### config.mk
export PLATFORM = sky130hd
export DESIGN_NAME = pipe_hazard_ctrl
export DESIGN_NICKNAME = d
export VERILOG_FILES = /design/src/rtl/pipe_hazard_ctrl_pkg.sv /design/src/rtl/pipe_hazard_ctrl_sat_counter.sv /design/src/rtl/pipe_hazard_ctrl.sv
export SDC_FILE = /design/constraint.sdc
export NUM_CORES = 1
export LEC_CHECK = 0
export CAP_MARGIN = 20
export CORE_ASPECT_RATIO = 0.75
export CORE_MARGIN = 2
export CORE_UTILIZATION = 47
export DETAILED_ROUTE_END_ITERATION = 8
export PLACE_DENSITY = 0.9
export SLEW_MARGIN = 20
export SYNTH_ARGS = -nofsm -noshare
export SYNTH_HDL_FRONTEND = slang
export SYNTH_SLANG_ARGS = --single-unit
export TNS_END_PERCENT = 30
### constraint.sdc
create_clock -name clk -period 2.9 [get_ports clk]
set_clock_uncertainty 0.15 [all_clocks]
set_input_delay 0.29 -clock clk [delete_from_list [all_inputs] [get_ports clk]]
set_output_delay 0.29 -clock clk [all_outputs]
set_load 0.05 [all_outputs]
### src/rtl/pipe_hazard_ctrl_pkg.sv
// Shared types for the pipeline hazard controller.
//   hz_ctrl_t    : bundle of pipeline-register controls driven by the sequencer
//   ctrl_state_e : sequencer states
//   idex_t       : ID/EX fields the hazard check needs
//   Halt opcode/funct constants used by decode to raise ex_halt.
package pipe_hazard_ctrl_pkg;

  typedef struct packed {
    logic pc_en;
    logic ifid_en;
    logic ifid_flush;
    logic idex_flush;
    logic exmem_en;
    logic memwb_en;
    logic stall;
  } hz_ctrl_t;

  typedef enum logic [1:0] {
    ST_RUN,
    ST_MEM_WAIT,
    ST_DRAIN,
    ST_HALT
  } ctrl_state_e;

  typedef struct packed {
    logic       mem_read;
    logic [4:0] rd;
  } idex_t;

  // SYSTEM opcode with ECALL/EBREAK funct12 encodings.
  localparam logic [6:0]  OPC_SYSTEM     = 7'b1110011;
  localparam logic [2:0]  FUNCT3_PRIV    = 3'b000;
  localparam logic [11:0] FUNCT12_ECALL  = 12'h000;
  localparam logic [11:0] FUNCT12_EBREAK = 12'h001;

  // Control presets.
  localparam hz_ctrl_t CTRL_FROZEN = '{default: 1'b0};
  localparam hz_ctrl_t CTRL_RUN    = '{pc_en: 1'b1, ifid_en: 1'b1, ifid_flush: 1'b0,
                                       idex_flush: 1'b0, exmem_en: 1'b1, memwb_en: 1'b1,
                                       stall: 1'b0};
  localparam hz_ctrl_t CTRL_REDIR  = '{pc_en: 1'b1, ifid_en: 1'b1, ifid_flush: 1'b1,
                                       idex_flush: 1'b1, exmem_en: 1'b1, memwb_en: 1'b1,
                                       stall: 1'b0};
  // Front end held, bubble into EX, back end keeps draining.
  localparam hz_ctrl_t CTRL_BUBBLE = '{pc_en: 1'b0, ifid_en: 1'b0, ifid_flush: 1'b0,
                                       idex_flush: 1'b1, exmem_en: 1'b1, memwb_en: 1'b1,
                                       stall: 1'b0};
  localparam hz_ctrl_t CTRL_RESET  = '{pc_en: 1'b0, ifid_en: 1'b0, ifid_flush: 1'b1,
                                       idex_flush: 1'b1, exmem_en: 1'b0, memwb_en: 1'b0,
                                       stall: 1'b0};

endpackage

### src/rtl/pipe_hazard_ctrl_sat_counter.sv
// Saturating event counter.
//   clk   : clock
//   clr   : synchronous clear (highest priority)
//   inc   : add one this cycle, holds at all-ones
//   count : current value
module sat_counter #(
  parameter int CNT_W = 32
) (
  input  logic             clk,
  input  logic             clr,
  input  logic             inc,
  output logic [CNT_W-1:0] count
);

  logic [CNT_W-1:0] count_q, count_d;

  always_comb begin
    count_d = count_q;
    if (clr)                              count_d = '0;
    else if (inc && (count_q != '1))      count_d = count_q + 1'b1;
  end

  // NOTE: state registers take non-blocking assignments so every flop samples pre-edge values.
  always_ff @(posedge clk) count_q <= count_d;

  assign count = count_q;

endmodule

### src/rtl/pipe_hazard_ctrl.sv
// Central sequencer for the 5-stage pipeline: PC / pipeline-register enables,
// flush and bubble controls, load-use stalls, redirects, data-memory waits
// with timeout, and an orderly drain into HALT.
//   Inputs : ID operand info, ID/EX load info, EX redirect/halt, dmem handshake
//   Outputs: pc_en, ifid_en/flush, idex_flush, exmem_en, memwb_en, stall,
//            halted, mem_timeout, stall/flush/wait performance counters
module pipe_hazard_ctrl
  import pipe_hazard_ctrl_pkg::*;
#(
  parameter int MAX_WAIT = 16,
  parameter int CNT_W    = 32
) (
  input  logic             clk,
  input  logic             rst,
  input  logic [4:0]       id_rs1,
  input  logic [4:0]       id_rs2,
  input  logic             id_use_rs1,
  input  logic             id_use_rs2,
  input  logic             idex_memRead,
  input  logic [4:0]       idex_rd,
  input  logic             ex_redirect,
  input  logic             ex_halt,
  input  logic             dmem_req,
  input  logic             dmem_ready,
  output logic             pc_en,
  output logic             ifid_en,
  output logic             ifid_flush,
  output logic             idex_flush,
  output logic             exmem_en,
  output logic             memwb_en,
  output logic             stall,
  output logic             halted,
  output logic             mem_timeout,
  output logic [CNT_W-1:0] stall_cnt,
  output logic [CNT_W-1:0] flush_cnt,
  output logic [CNT_W-1:0] wait_cnt
);

  localparam int TIMER_W = $clog2(MAX_WAIT + 1);

  ctrl_state_e        state_q, state_d;
  logic [TIMER_W-1:0] timer_q, timer_d;
  logic [1:0]         drain_q, drain_d;
  logic               mem_timeout_q, mem_timeout_d;

  idex_t      idex;
  hz_ctrl_t   ctrl;
  logic       lu, dmem_wait;
  logic       stall_inc, flush_inc, wait_inc;
  logic [CNT_W-1:0] stall_raw, flush_raw, wait_raw;

  assign idex      = '{mem_read: idex_memRead, rd: idex_rd};
  assign dmem_wait = dmem_req & ~dmem_ready;

  // x0 is never a real producer, so a load to x0 cannot create a hazard.
  assign lu = idex.mem_read && (idex.rd != 5'd0) &&
              ((id_use_rs1 && (id_rs1 == idex.rd)) ||
               (id_use_rs2 && (id_rs2 == idex.rd)));

  // NOTE: every variable gets a default first so no path leaves it unassigned and no latch is inferred.
  always_comb begin
    ctrl          = CTRL_FROZEN;
    state_d       = state_q;
    timer_d       = timer_q;
    drain_d       = drain_q;
    mem_timeout_d = mem_timeout_q;
    stall_inc     = 1'b0;
    flush_inc     = 1'b0;
    wait_inc      = 1'b0;

    unique case (state_q)
      ST_RUN: begin
        if (dmem_wait) begin
          state_d  = ST_MEM_WAIT;
          timer_d  = TIMER_W'(1);
          wait_inc = 1'b1;
        end else if (ex_halt) begin
          ctrl    = CTRL_BUBBLE;
          state_d = ST_DRAIN;
          drain_d = 2'd2;
        end else if (ex_redirect) begin
          ctrl      = CTRL_REDIR;
          flush_inc = 1'b1;
        end else if (lu) begin
          ctrl       = CTRL_BUBBLE;
          ctrl.stall = 1'b1;
          stall_inc  = 1'b1;
        end else begin
          ctrl = CTRL_RUN;
        end
      end

      // Whole pipe frozen; EX-stage requests are re-seen once RUN resumes.
      ST_MEM_WAIT: begin
        if (dmem_ready) begin
          ctrl    = CTRL_RUN;
          state_d = ST_RUN;
          timer_d = '0;
        end else begin
          wait_inc = 1'b1;
          timer_d  = timer_q + 1'b1;
          // This cycle's increment brings the timer to MAX_WAIT.
          if (timer_q == TIMER_W'(MAX_WAIT - 1)) begin
            mem_timeout_d = 1'b1;
            state_d       = ST_HALT;
          end
        end
      end

      ST_DRAIN: begin
        if (!dmem_wait) begin
          ctrl    = CTRL_BUBBLE;
          drain_d = drain_q - 2'd1;
          if (drain_q == 2'd1) state_d = ST_HALT;
        end
      end

      ST_HALT: ;

      default: state_d = ST_RUN;
    endcase

    if (rst) begin
      ctrl      = CTRL_RESET;
      stall_inc = 1'b0;
      flush_inc = 1'b0;
      wait_inc  = 1'b0;
    end
  end

  always_ff @(posedge clk) begin
    if (rst) begin
      state_q       <= ST_RUN;
      timer_q       <= '0;
      drain_q       <= '0;
      mem_timeout_q <= 1'b0;
    end else begin
      state_q       <= state_d;
      timer_q       <= timer_d;
      drain_q       <= drain_d;
      mem_timeout_q <= mem_timeout_d;
    end
  end

  sat_counter #(.CNT_W(CNT_W)) u_stall_cnt (.clk(clk), .clr(rst), .inc(stall_inc), .count(stall_raw));
  sat_counter #(.CNT_W(CNT_W)) u_flush_cnt (.clk(clk), .clr(rst), .inc(flush_inc), .count(flush_raw));
  sat_counter #(.CNT_W(CNT_W)) u_wait_cnt  (.clk(clk), .clr(rst), .inc(wait_inc),  .count(wait_raw));

  assign pc_en       = ctrl.pc_en;
  assign ifid_en     = ctrl.ifid_en;
  assign ifid_flush  = ctrl.ifid_flush;
  assign idex_flush  = ctrl.idex_flush;
  assign exmem_en    = ctrl.exmem_en;
  assign memwb_en    = ctrl.memwb_en;
  assign stall       = ctrl.stall;
  // Status outputs read as cleared for the whole reset window.
  assign halted      = (state_q == ST_HALT) && !rst;
  assign mem_timeout = mem_timeout_q && !rst;
  assign stall_cnt   = rst ? '0 : stall_raw;
  assign flush_cnt   = rst ? '0 : flush_raw;
  assign wait_cnt    = rst ? '0 : wait_raw;

endmodule

==> results of run 1 <==
through the flow:
step | worst slack, ns | setup TNS (ns) | hold WS (ns)
2_1_floorplan | 0.0139 | 0 | 0.279
3_3_place_gp | -0.0714 | -0.301 | 0.299
3_5_place_dp | -0.122 | -0.474 | 0.311
4_1_cts | 0.0783 | 0 | 0.279
5_1_grt | 0.00831 | 0 | 0.300
6_report | 0.123 | 0 | 0.287
critical path: stages:
cell                              delay, ns
sky130_fd_sc_hd__clkdlybuf4s50_1       0.48
sky130_fd_sc_hd__or4_1                 0.56
sky130_fd_sc_hd__o21ai_2               0.24
sky130_fd_sc_hd__nand2b_1              0.20
sky130_fd_sc_hd__a211oi_1              0.08
sky130_fd_sc_hd__or2_2                 0.29
sky130_fd_sc_hd__buf_4                 0.19
cells by family after synthesis:
family,share of synthesized area
compound gates,0.0804
xor+xnor,0.0895
buf+inv,0.0299
simple gates,0.404
fa+ha+maj,0.0227
flops,0.350
mux,0.0235
routing by layer:
layer | up-vias | track usage
met5 | - | 0
met4 | 0 | 0.0505
met3 | 18 | 0.0630
met2 | 196 | 0.355
met1 | 2722 | 0.302
li1 | 2959 | -
how the worst max path moves through the flow:
| stage | start | endpoint | slack, ns |
|---|---|---|---|
| after floorplan | state_q[0]$_SDFFE_PP0P_ | stall | 0.01 |
| after global placement | ex_halt | u_stall_cnt.count[27]$_SDFFE_PP0P_ | -0.07 |
| after detailed placement | ex_halt | u_stall_cnt.count[27]$_SDFFE_PP0P_ | -0.12 |
| after CTS | idex_rd[1] | idex_flush | 0.08 |
| after global routing | state_q[1]$_SDFFE_PP0P_ | u_stall_cnt.count[17]$_SDFFE_PP0P_ | 0.008 |
| final | idex_rd[1] | idex_flush | 0.12 |
repair_timing:
action                     CTS  global route
hold buffers                 0             0
setup endpoints to repair    0             5
gates resized for setup      0             2
registers in the layout, indices dropped and copies added (netlist names):
name and count:
drain_q 2, u_flush_cnt.count 32, state_q 2, u_wait_cnt.count 32, mem_timeout_q 1, u_stall_cnt.count 32, timer_q 5
where the power goes:
group / internal (mW) / switching, mW
logic: 0.324 / 0.405
clock network: 0.732 / 0.567
registers: 1.49 / 0.0234
cells in the final DEF, fill, tap and decap left out, types with 7 or more instances in the layout:
master and count:
sky130_fd_sc_hd__o21ai_0 32, sky130_fd_sc_hd__mux2_1 9, sky130_fd_sc_hd__a21oi_1 29, sky130_fd_sc_hd__nand3_1 40, sky130_fd_sc_hd__nor4_1 10, sky130_fd_sc_hd__or4_1 16
sky130_fd_sc_hd__buf_12 7, sky130_fd_sc_hd__ha_1 11, sky130_fd_sc_hd__nand4_1 25, sky130_fd_sc_hd__and4_1 14, sky130_fd_sc_hd__inv_1 12, sky130_fd_sc_hd__xor2_1 25
sky130_fd_sc_hd__nor2_1 87, sky130_fd_sc_hd__nor2b_1 97, sky130_fd_sc_hd__dfxtp_1 106, sky130_fd_sc_hd__and3_1 18, sky130_fd_sc_hd__nor3_1 20, sky130_fd_sc_hd__xnor2_1 37
sky130_fd_sc_hd__buf_4 32, sky130_fd_sc_hd__or3_1 19, sky130_fd_sc_hd__and2_1 13, sky130_fd_sc_hd__clkdlybuf4s50_1 120, sky130_fd_sc_hd__nand2_1 61, sky130_fd_sc_hd__clkbuf_16 9
layout make-up:
class | instances | area (sq um) | area share
clock buffer | 11 | 253 | 0.0314
clock inverter | 5 | 68.8 | 0.00854
inverter | 12 | 45.0 | 0.00559
multi-input combinational | 619 | 3770 | 0.468
sequential | 106 | 2120 | 0.263
tap | 166 | 208 | 0.0258
timing repair buffer | 160 | 1590 | 0.198
==> summary.md, run 1 <==
The flow ran to the end, and the final reports show no timing, DRC or antenna violations. The worst-case register-to-register setup slack is 0.13 ns, and the number of setup buffers added after CTS is 0. The core occupancy in the finished layout was 0.648; the signed area change from the synthesized netlist to the final layout was 32.8%. Average wire per standard cell: 14.1 microns. Setup violations remaining at the end of the flow were counted as 0.

The overall die area was 13,800 sq um. 129 I/O pins were placed. In this run, CTS created clock tree buffers numbering 9. In the detailed route, the total length drawn on met2 is 6850 microns. The data arrival time of the critical path came out at 2.34 ns. The tools report the DRC violations left as 0.

Cell type with the largest total area after synthesis: sky130_fd_sc_hd__dfxtp_1. Y dimension of the die: 102 microns. The run gives 771 as the post-synthesis cell count. The number of instances on the worst hold path is 3. The Yosys warning count is 0, and the actual slew at the worst max-slew pin is 0.801 ns. Sum of overflow across all layers after global routing: 0. Summed over all nets, the half-perimeter wirelength after detailed placement is 11,300 microns. For the core area, the log shows 12,400 sq um.

The share of Yosys cell area claimed by the top area cell type is 0.350, and the mean post-synth cell area is 7.87 sq um. In this run the worst path has a maximum fanout of 4. Clock tree synthesis found a total of 106 sinks.

The top routing layer in use was met4. The tree is rooted in a sky130_fd_sc_hd__clkbuf_16. Count of pins over their slew limit: 0. The initial antenna violation count is 0, and the insertion delay of the later-clocked pin in the worst-skew pair is 0.35 ns. The first detailed-routing pass ran for 5 iterations. In this run, the number of DRC markers left after iteration 0 of detailed routing was 371. After detailed routing, the total wire length is 15,200 microns. Based on the critical path, the design can be clocked at up to 360 MHz.

Setup repair after global routing left no endpoint under its margin. The post-route antenna net violation count is 0. The remaining max-slew budget at the tightest pin was 0.457.

The tools report the standby leakage power as 2.83 nW. In this run the critical register-to-register path is launched from state_q[1]$_SDFFE_PP0P_. The logs give 943 for the number of nets in the finished design and 3 for the deepest level of the CTS H-tree.

For the maximum count of clock buffers along a single path, the log shows 2. The layout has 1,077 filler cells. The worst setup path is captured at an output pin. The detailed router put a total of 7010 microns of wire on met1.

For this run, the number of standard cells in the final layout without fillers is 1,079. The first global-routing pass estimated 25,100 microns of wire. The hold-critical path endpoint was drain_q[1]$_SDFFE_PP0P_.

VDD sags by at most 0.000327 V. The proportion of register bits with asynchronous set or reset after synthesis is 0, and the global router's overall resource usage is 0.222. The tool flagged a number of max-cap violations equal to 0. The worst register-to-register path has a depth of 8.

Once layout is done, the placed cells without fillers occupy 8060 sq um. The initial core utilization is 0.488. The total nets after synthesis came out at 806. Sorting the synthesized cells by area gives the leading types as sky130_fd_sc_hd__dfxtp_1 (35%), sky130_fd_sc_hd__nor2b_1 (10%), sky130_fd_sc_hd__nor2_1 (5.4%). The repair_antennas step left the layout with diodes totalling 0. For the worst setup path, the data required time is 2.46 ns. The commonest cells after synthesis are sky130_fd_sc_hd__dfxtp_1 (106), sky130_fd_sc_hd__nor2b_1 (97), sky130_fd_sc_hd__nor2_1 (87). The netlist uses 52 different library cells. Share of layout cells above drive strength 1: 0.0745. The overall power after layout was 3.54 mW; the number of enable-type register cells in the synthesized netlist was 0.

Clock period minus worst slack: 2.78 ns. Reg-to-reg endpoint: u_stall_cnt.count[29]$_SDFFE_PP0P_. In the synthesized netlist the dominant register cell turns out to be sky130_fd_sc_hd__dfxtp_1. The fraction of the yosys area taken by sequential cells came out at 0.350. Dividing the detail-routed via count by the number of cells gives 5.46.

The cell area that synthesis handed to floorplanning was 6070 sq um. The startpoint kind of the worst setup timing path is an input port. The chip width came out at 135 microns. Input and output buffers added on the ports amount to 128. The share of the cycle needed by the critical path after routing is 0.957, and the via count of the first global-routing pass is 5,331. The final hold violation count came out at 0.

TritonCTS built the clock tree. Dividing total power by cell area gives a power density of 439 nW/um^2. In this run the most critical hold path is launched from rst. Detailed routing placed a total of 1170 microns of wire on met3. Flip-flop and latch count after synthesis: 106. Most used standard cell by instance count after synthesis: sky130_fd_sc_hd__dfxtp_1.

The path class of the tightest hold or removal check is input port to flip-flop. Counting tap cells, the placed design contains a total of 1,063 instances. The largest net degree at the start of global routing came out at 94.

The setup path with the least slack is of type input port to output pin. The run gives 7730 sq um as the post-place instance area. Routability-driven placement finished with a final weighted congestion of 0.842.

Clock-pin slew was measured on the worst setup and hold paths at 0.07 ns. Site row count: 35. For this block, the via count after detailed routing is 5,895.
Power figures use the tool's default switching activity.
==> run 2: changes to the inputs <==
--- a/config.mk
+++ b/config.mk
@@ -10,7 +10,8 @@
 export CORE_MARGIN = 2
 export CORE_UTILIZATION = 47
 export DETAILED_ROUTE_END_ITERATION = 8
-export PLACE_DENSITY = 0.9
+export MAX_ROUTING_LAYER = met4
+export PLACE_DENSITY = 0.83
 export SLEW_MARGIN = 20
 export SYNTH_ARGS = -nofsm -noshare
 export SYNTH_HDL_FRONTEND = slang
==> run 2 against run 1 <==
Cell count barely moved. Routed wire length fell by 2.7%. First-iteration DRC count rose by 37%. Combinational power fell by 0.5%. Critical path depth rose by 1. Core utilization fell by 0.070 points. Power fell by 1.2%. Global-route usage barely moved. Worst setup slack improved by 0.036 ns. Final area fell by 0.11%. Non-clock buffer count rose by 1. Critical path type is now flip-flop to flip-flop. Critical endpoint is now u_stall_cnt.count[29]$_SDFFE_PP0P_.
==> summary.md, run 2 (synthesis gave the netlist of run 1 again) <==
For the top-level port count, the log shows 129. For the worst setup path, the data required time is 3.03 ns. The standby leakage power came out at 2.84 nW. The signed area change from the synthesized netlist to the final layout was 32.7%; the worst setup slack before clock tree synthesis was -0.172 ns.

The logs give 365 MHz for the fmax and 0 for the DRC violations left. The quantity of gates resized following cts is 0, and the number of setup buffers added after CTS is 0. The tools report the startpoint kind of the worst setup timing path as a flip-flop. Summed over all failing endpoints, the final setup total negative slack is 0 ns.

For the routability congestion estimate from global placement, the log shows 0.873. In this run, the number of DRC markers left after iteration 0 of detailed routing was 509. For this design the ratio of total power to cell area is 434 nW/um^2.

The longest clock path from root to sink contains 2 buffers. The average wire per standard cell is 13.7 microns. The flow ran to the end, and the final reports show no timing, DRC or antenna violations. Entering global routing, the biggest net connects 76 pins.

The core occupancy in the finished layout is 0.647, and the hold slack is 0.0787 ns. The logs give 0 for the hold buffer count at cts and 7740 sq um for the post-place instance area. For this block, the routed nets add up to 14,800 microns of wire.

For this run, the detailed router's first-pass iteration total came to 5. The share of the cycle needed by the critical path after routing is 0.945. The count of pins over their slew limit was 0; the global-route wire length before repair was 24,400 microns. The switching power total is 0.967 mW. Sum of overflow across all layers after global routing: 0. Setup repair after global routing left no endpoint under its margin. The switching part of the total works out to 0.277. The initial core utilization was 0.488; the overall die area was 13,800 sq um. In this run the core area contains 35 standard-cell rows. The y dimension of the die works out to 102 microns. The classification of the worst setup path is flip-flop to flip-flop.

The layout has 1,076 filler cells. Actual slew at the worst max-slew pin: 0.745 ns. Summing over every cut layer, the via total after detailed routing is 5,780.

The logs give 0 for the number of setup violations in the final report and 8050 sq um for the post-route cell area. The tools report the insertion delay of the later-clocked pin in the worst-skew pair as 0.34 ns. The relative contribution of combinational cells to total power is 0.207, and the chip width is 135 microns. Deepest level of the CTS H-tree: 3. The core area came out at 12,400 sq um. TritonCTS built the clock tree. Share of layout cells above drive strength 1: 0.0744.

Port buffer count: 128. Clock-pin slew was measured on the worst setup and hold paths at 0.07 ns. The logs give 944 for the number of nets in the finished design and 0 for the final hold violation count. The kind of capture point of the worst setup path was a flip-flop. The leading cell type in the layout, fill and taps excluded was sky130_fd_sc_hd__clkdlybuf4s50_1.

For the sequential power share, the log shows 0.432. Number of non-filler instances in the completed layout: 1,080. The run gives 0.360 as the share of power burned in the clock network.

For the total internal power, the log shows 2.53 mW. The initial antenna violation count was 0; the post-layout worst setup margin was 0.159 ns. The max-capacitance violation count is 0, and the clock period minus worst slack is 2.74 ns. The tightest min-delay check is of the input port to flip-flop type.

The post-route antenna net violation count is 0, and the top fanout value on the critical path is 8. The worst-case IR drop observed on VDD is 0.000276 V. The detail-routed via count per cell is 5.35, and the via count of the first global-routing pass is 5,244.

In the layout the commonest cells are sky130_fd_sc_hd__clkdlybuf4s50_1 (120), sky130_fd_sc_hd__dfxtp_1 (106), sky130_fd_sc_hd__nor2b_1 (97). 0 antenna diodes ended up in the layout. The tools report the cell at the root of the clock tree as sky130_fd_sc_hd__clkbuf_16.

The overall power after layout is 3.49 mW. Clock tree synthesis found a total of 106 sinks. Counting the buffers created by CTS gives 9.

For the worst setup path, the data arrival time is 2.87 ns. The remaining max-slew budget at the tightest pin is 0.496. The wire-length estimate of the detail-placed layout is 11,100 microns.

In this run, placement finished with an instance count of 1,064. The global router's overall resource usage was 0.222.
-- run 2: critical path, cell delays in order (launching register included) --
cell and delay, ns:
sky130_fd_sc_hd__dfxtp_1 0.31, sky130_fd_sc_hd__inv_1 0.08, sky130_fd_sc_hd__ha_1 0.17, sky130_fd_sc_hd__and2b_2 0.17, sky130_fd_sc_hd__nand2_2 0.06, sky130_fd_sc_hd__or4b_1 0.51
sky130_fd_sc_hd__or4b_4 0.59, sky130_fd_sc_hd__or4_1 0.48, sky130_fd_sc_hd__a21oi_1 0.15
-- run 2: power by group through the flow --
stage | clock, mW | sequential (mW) | combinational, mW
3_3_place_gp | 0 | 1.54 | 0.706
3_5_place_dp | 0 | 1.54 | 0.723
4_1_cts | 1.28 | 1.51 | 0.728
5_1_grt | 1.34 | 1.52 | 0.792
6_report | 1.26 | 1.51 | 0.725
2_1_floorplan | 0 | 1.55 | 0.449
-- run 2: final timing paths --
| path | startpoint | slack, ns | end | cells past startpoint |
|---|---|---|---|---|
| setup reg to reg | state_q[0]$_SDFFE_PP0P_ | 0.16 | u_stall_cnt.count[29]$_SDFFE_PP0P_ | 8 |
| hold reg to reg | u_wait_cnt.count[31]$_SDFFE_PP0P_ | 0.32 | u_wait_cnt.count[31]$_SDFFE_PP0P_ | 1 |
| setup / recovery | state_q[0]$_SDFFE_PP0P_ | 0.16 | u_stall_cnt.count[29]$_SDFFE_PP0P_ | 8 |
| hold / removal | rst | 0.08 | u_stall_cnt.count[25]$_SDFFE_PP0P_ | 2 |
-- run 2: layout make-up --
| class | instances | area, sq um | area share |
|---|---|---|---|
| multi-input combinational | 619 | 3770 | 0.468 |
| sequential | 106 | 2120 | 0.264 |
| timing repair buffer | 161 | 1600 | 0.199 |
| clock buffer | 12 | 256 | 0.0319 |
| tap | 166 | 208 | 0.0258 |
| clock inverter | 4 | 48.8 | 0.00606 |
| inverter | 12 | 45.0 | 0.00559 |
-- run 2: per-layer routing --
metal	GRT usage	vias to the layer above	share of wire
met1	0.297	2648	0.49
met2	0.346	148	0.45
met4	0.0577	0	0.013
li1	-	2967	-
met5	-	-	0
met3	0.0451	17	0.055
==> run 3: changes to the inputs <==
--- a/config.mk
+++ b/config.mk
@@ -6,12 +6,15 @@
 export NUM_CORES = 1
 export LEC_CHECK = 0
 export CAP_MARGIN = 20
+export CELL_PAD_IN_SITES_DETAIL_PLACEMENT = 0
+export CELL_PAD_IN_SITES_GLOBAL_PLACEMENT = 1
 export CORE_ASPECT_RATIO = 0.75
 export CORE_MARGIN = 2
-export CORE_UTILIZATION = 47
+export CORE_UTILIZATION = 34
 export DETAILED_ROUTE_END_ITERATION = 8
 export MAX_ROUTING_LAYER = met4
-export PLACE_DENSITY = 0.83
+export PLACE_DENSITY = 0.82
+export REMOVE_ABC_BUFFERS = 1
 export SLEW_MARGIN = 20
 export SYNTH_ARGS = -nofsm -noshare
 export SYNTH_HDL_FRONTEND = slang
==> run 3 against run 2 <==
Power barely moved. Final area up 1.1%. Flip-flop and latch count is the same. Combinational power increased by 1%. Register-to-register slack improved by 0.05 ns. Sequential power about the same. Core utilization down 18 points. Critical path depth down 1. Cell count rose by 7.0%. Via count fell by 1.1%. Global-route usage down 5.4 points. Die area increased by 37%. Critical path type is now input port to output pin. Critical endpoint is now idex_flush.
==> summary.md, run 3 (synthesis gave the netlist of run 1 again) <==
The post-route antenna net violation count was 0. The critical path starts at idex_rd[1]. Clock sink count: 106. The chip width was 158 microns.

The number of buffers inserted during clock tree synthesis came out at 9. The logs give 0.419 for the remaining max-slew budget at the tightest pin and 0.433 for the sequential power share. The first detailed-routing pass took 4 iterations. In the routed layout, each cell is associated on average with a via count of 4.95. The count of pins over their slew limit was 0. The port buffer count is 128.

The final layout contains 945 nets. Power spread over the standard cell area amounts to 429 nW/um^2. After detailed routing, the number of remaining DRC violations is 0. TritonCTS built the clock tree. The share of the cycle needed by the critical path after routing was 0.956; the signed area change from the synthesized netlist to the final layout was 34.2%. The fmax was 361 MHz. The reg-to-reg endpoint was u_stall_cnt.count[29]$_SDFFE_PP0P_.

For this block, wires on met1 add up to 8350 microns. The tools report the initial antenna violation count as 0. The worst path meets setup with 0.128 ns of slack.

The final hold violation count was 0. Walking the worst path, the cells encountered are clkdlybuf4s50_1, or4_1, o21ai_1, nand2b_1, a211oi_1, or2_2, buf_4. The relative contribution of combinational cells to total power was 0.210. The overall via count from detail_route is 5,717. The via count of the first global-routing pass came out at 5,048.

Setup repair after global routing left no endpoint under its margin. 0 antenna diodes ended up in the layout. The global-route wire length before repair is 25,200 microns.

Clock period minus worst slack: 2.77 ns. The beginning of the worst register-to-register path was state_q[1]$_SDFFE_PP0P_. The path category of the worst min-delay check is input port to flip-flop. Clock-pin slew was measured on the worst setup and hold paths at 0.07 ns. The amount of wire on met3 after detailed routing came out at 545 microns. In this run the vertical extent of the chip is 120 microns.

For the worst-case register-to-register setup slack, the log shows 0.21 ns. The run finished with clean final reports. The HPWL after detailed placement is 11,400 microns. For the pin with the worst max-slew slack, the measured transition is 0.858 ns.

For the number of setup violations in the final report, the log shows 0. The first routing iteration left 285 violations. Across the run, the number of max-cap violations was 0. At the placement stage, the worst setup path has a slack of -0.176 ns. For the initial core utilization, the log shows 0.346.

The worst setup path is of the input port to output pin kind. The switching part of the total is 0.283, and the top-level port count is 129. The tools report the worst voltage drop across the vdd grid as 0.000271 V. The initialized floorplan defines 42 standard-cell rows. The highest cell delay on the worst timing path was 0.54 ns; the sum of routed wire length over all layers was 15,300 microns. In this run the power spent charging and discharging nets is 0.989 mW.

For the worst-skew pair, the clock arrives at the later sink with an insertion delay of 0.35 ns. Summed over all failing endpoints, the final setup total negative slack is 0 ns. The total internal power is 2.50 mW.

The cell sitting at the root of the clock tree is a sky130_fd_sc_hd__clkbuf_16. The most critical setup path has its endpoint at idex_flush. Of all nets on the critical path, the largest fanout is 4.

After clock tree synthesis, the repair step resized 0 gates. The tools report the standby leakage power as 2.82 nW. Leaving out fill and tap cells, the most frequent cell in the layout is sky130_fd_sc_hd__clkdlybuf4s50_1. The number of hold buffers added after CTS was 0.

Top routing layer in use: met4. Data on the critical path is required at its endpoint by 2.46 ns. The floorplan step defined a die boundary enclosing 18,900 sq um. The global router's overall resource usage is 0.168.

The average wire per standard cell came out at 13.3 microns. Counting cells, the worst reg-to-reg path comes to 8. Entering global routing, the biggest net connects 91 pins. Leaving out fill and tap cells, the most frequent cells in the layout are sky130_fd_sc_hd__clkdlybuf4s50_1 (120), sky130_fd_sc_hd__dfxtp_1 (106), sky130_fd_sc_hd__nor2b_1 (97). Maximum count of clock buffers along a single path: 2. The sum of overflow across all layers after global routing was 0; the share of layout cells above drive strength 1 was 0.0733. At the worst endpoint, the arrival time is 2.33 ns. The share of power burned in the clock network came out at 0.357. Kind of capture point of the worst setup path: an output pin.

The core area is 17,600 sq um, and the number of setup buffers added after CTS is 0. After detailed routing, the met2 layer carries 6260 microns of wire. The tools report the deepest level of the CTS H-tree as 3. The worst setup path is launched from an input port.

For this design, the slowest cell found on the critical path is sky130_fd_sc_hd__or4_1. At the end of routability-driven placement, the weighted congestion stood at 0.787.
==> run 3: changes by cell type in the layout (fill, tap and decap cells not counted), sizes merged <==
| cell | before | now |
|---|---|---|
| clkinvlp | 0 | 3 |
| clkinv | 2 | 0 |
| inv | 13 | 12 |
| buf | 41 | 42 |
| clkbuf | 12 | 11 |
==> run 3: worst min path at each step <==
stage / from / cells after the start / slack [ns] / end
after floorplan: rst / 1 / 0.21 / state_q[0]$_SDFFE_PP0P_
after global placement: mem_timeout_q$_SDFFE_PP0P_ / 2 / 0.30 / mem_timeout_q$_SDFFE_PP0P_
after detailed placement: u_wait_cnt.count[31]$_SDFFE_PP0P_ / 1 / 0.30 / u_wait_cnt.count[31]$_SDFFE_PP0P_
after CTS: rst / 2 / 0.1 / u_wait_cnt.count[11]$_SDFFE_PP0P_
after global routing: rst / 2 / 0.10 / u_wait_cnt.count[11]$_SDFFE_PP0P_
final: rst / 2 / 0.1 / u_wait_cnt.count[11]$_SDFFE_PP0P_
==> run 3: routing by layer <==
metal	up-vias	global-route usage
li1	2966	-
met1	2628	0.252
met2	111	0.233
met3	12	0.0329
met4	0	0.0383
met5	-	-
==> run 3: critical path: cells and delay by family <==
family	cells	cell delay (ns)
compound gates	2	0.35
buf+inv	2	0.65
simple gates	3	1.04
==> run 3: area by class of cell <==
cell class	instances	area [sq um]
fill	1797	9410
multi-input combinational	619	3770
sequential	106	2120
timing repair buffer	162	1610
tap	242	303
clock buffer	11	243
clock inverter	4	52.6
inverter	12	45.0
==> run 3: power by group through the flow <==
stage | combinational (mW) | clock [mW] | sequential (mW)
6_report | 0.735 | 1.25 | 1.51
5_1_grt | 0.805 | 1.36 | 1.52
4_1_cts | 0.741 | 1.30 | 1.51
3_5_place_dp | 0.738 | 0 | 1.54
3_3_place_gp | 0.728 | 0 | 1.54
2_1_floorplan | 0.401 | 0 | 1.55
==> run 3: per-stage QoR <==
step,hold slack [ns],cell area [sq um],std cells,power [mW],util
2_1_floorplan,0.209,5930,737,1.95,-
3_3_place_gp,0.300,7840,1141,2.27,0.447
3_5_place_dp,0.301,7840,1141,2.28,0.447
4_1_cts,0.0953,8140,1156,3.55,0.464
5_1_grt,0.103,8140,1156,3.68,0.464
6_report,0.0984,8140,1156,3.49,0.464
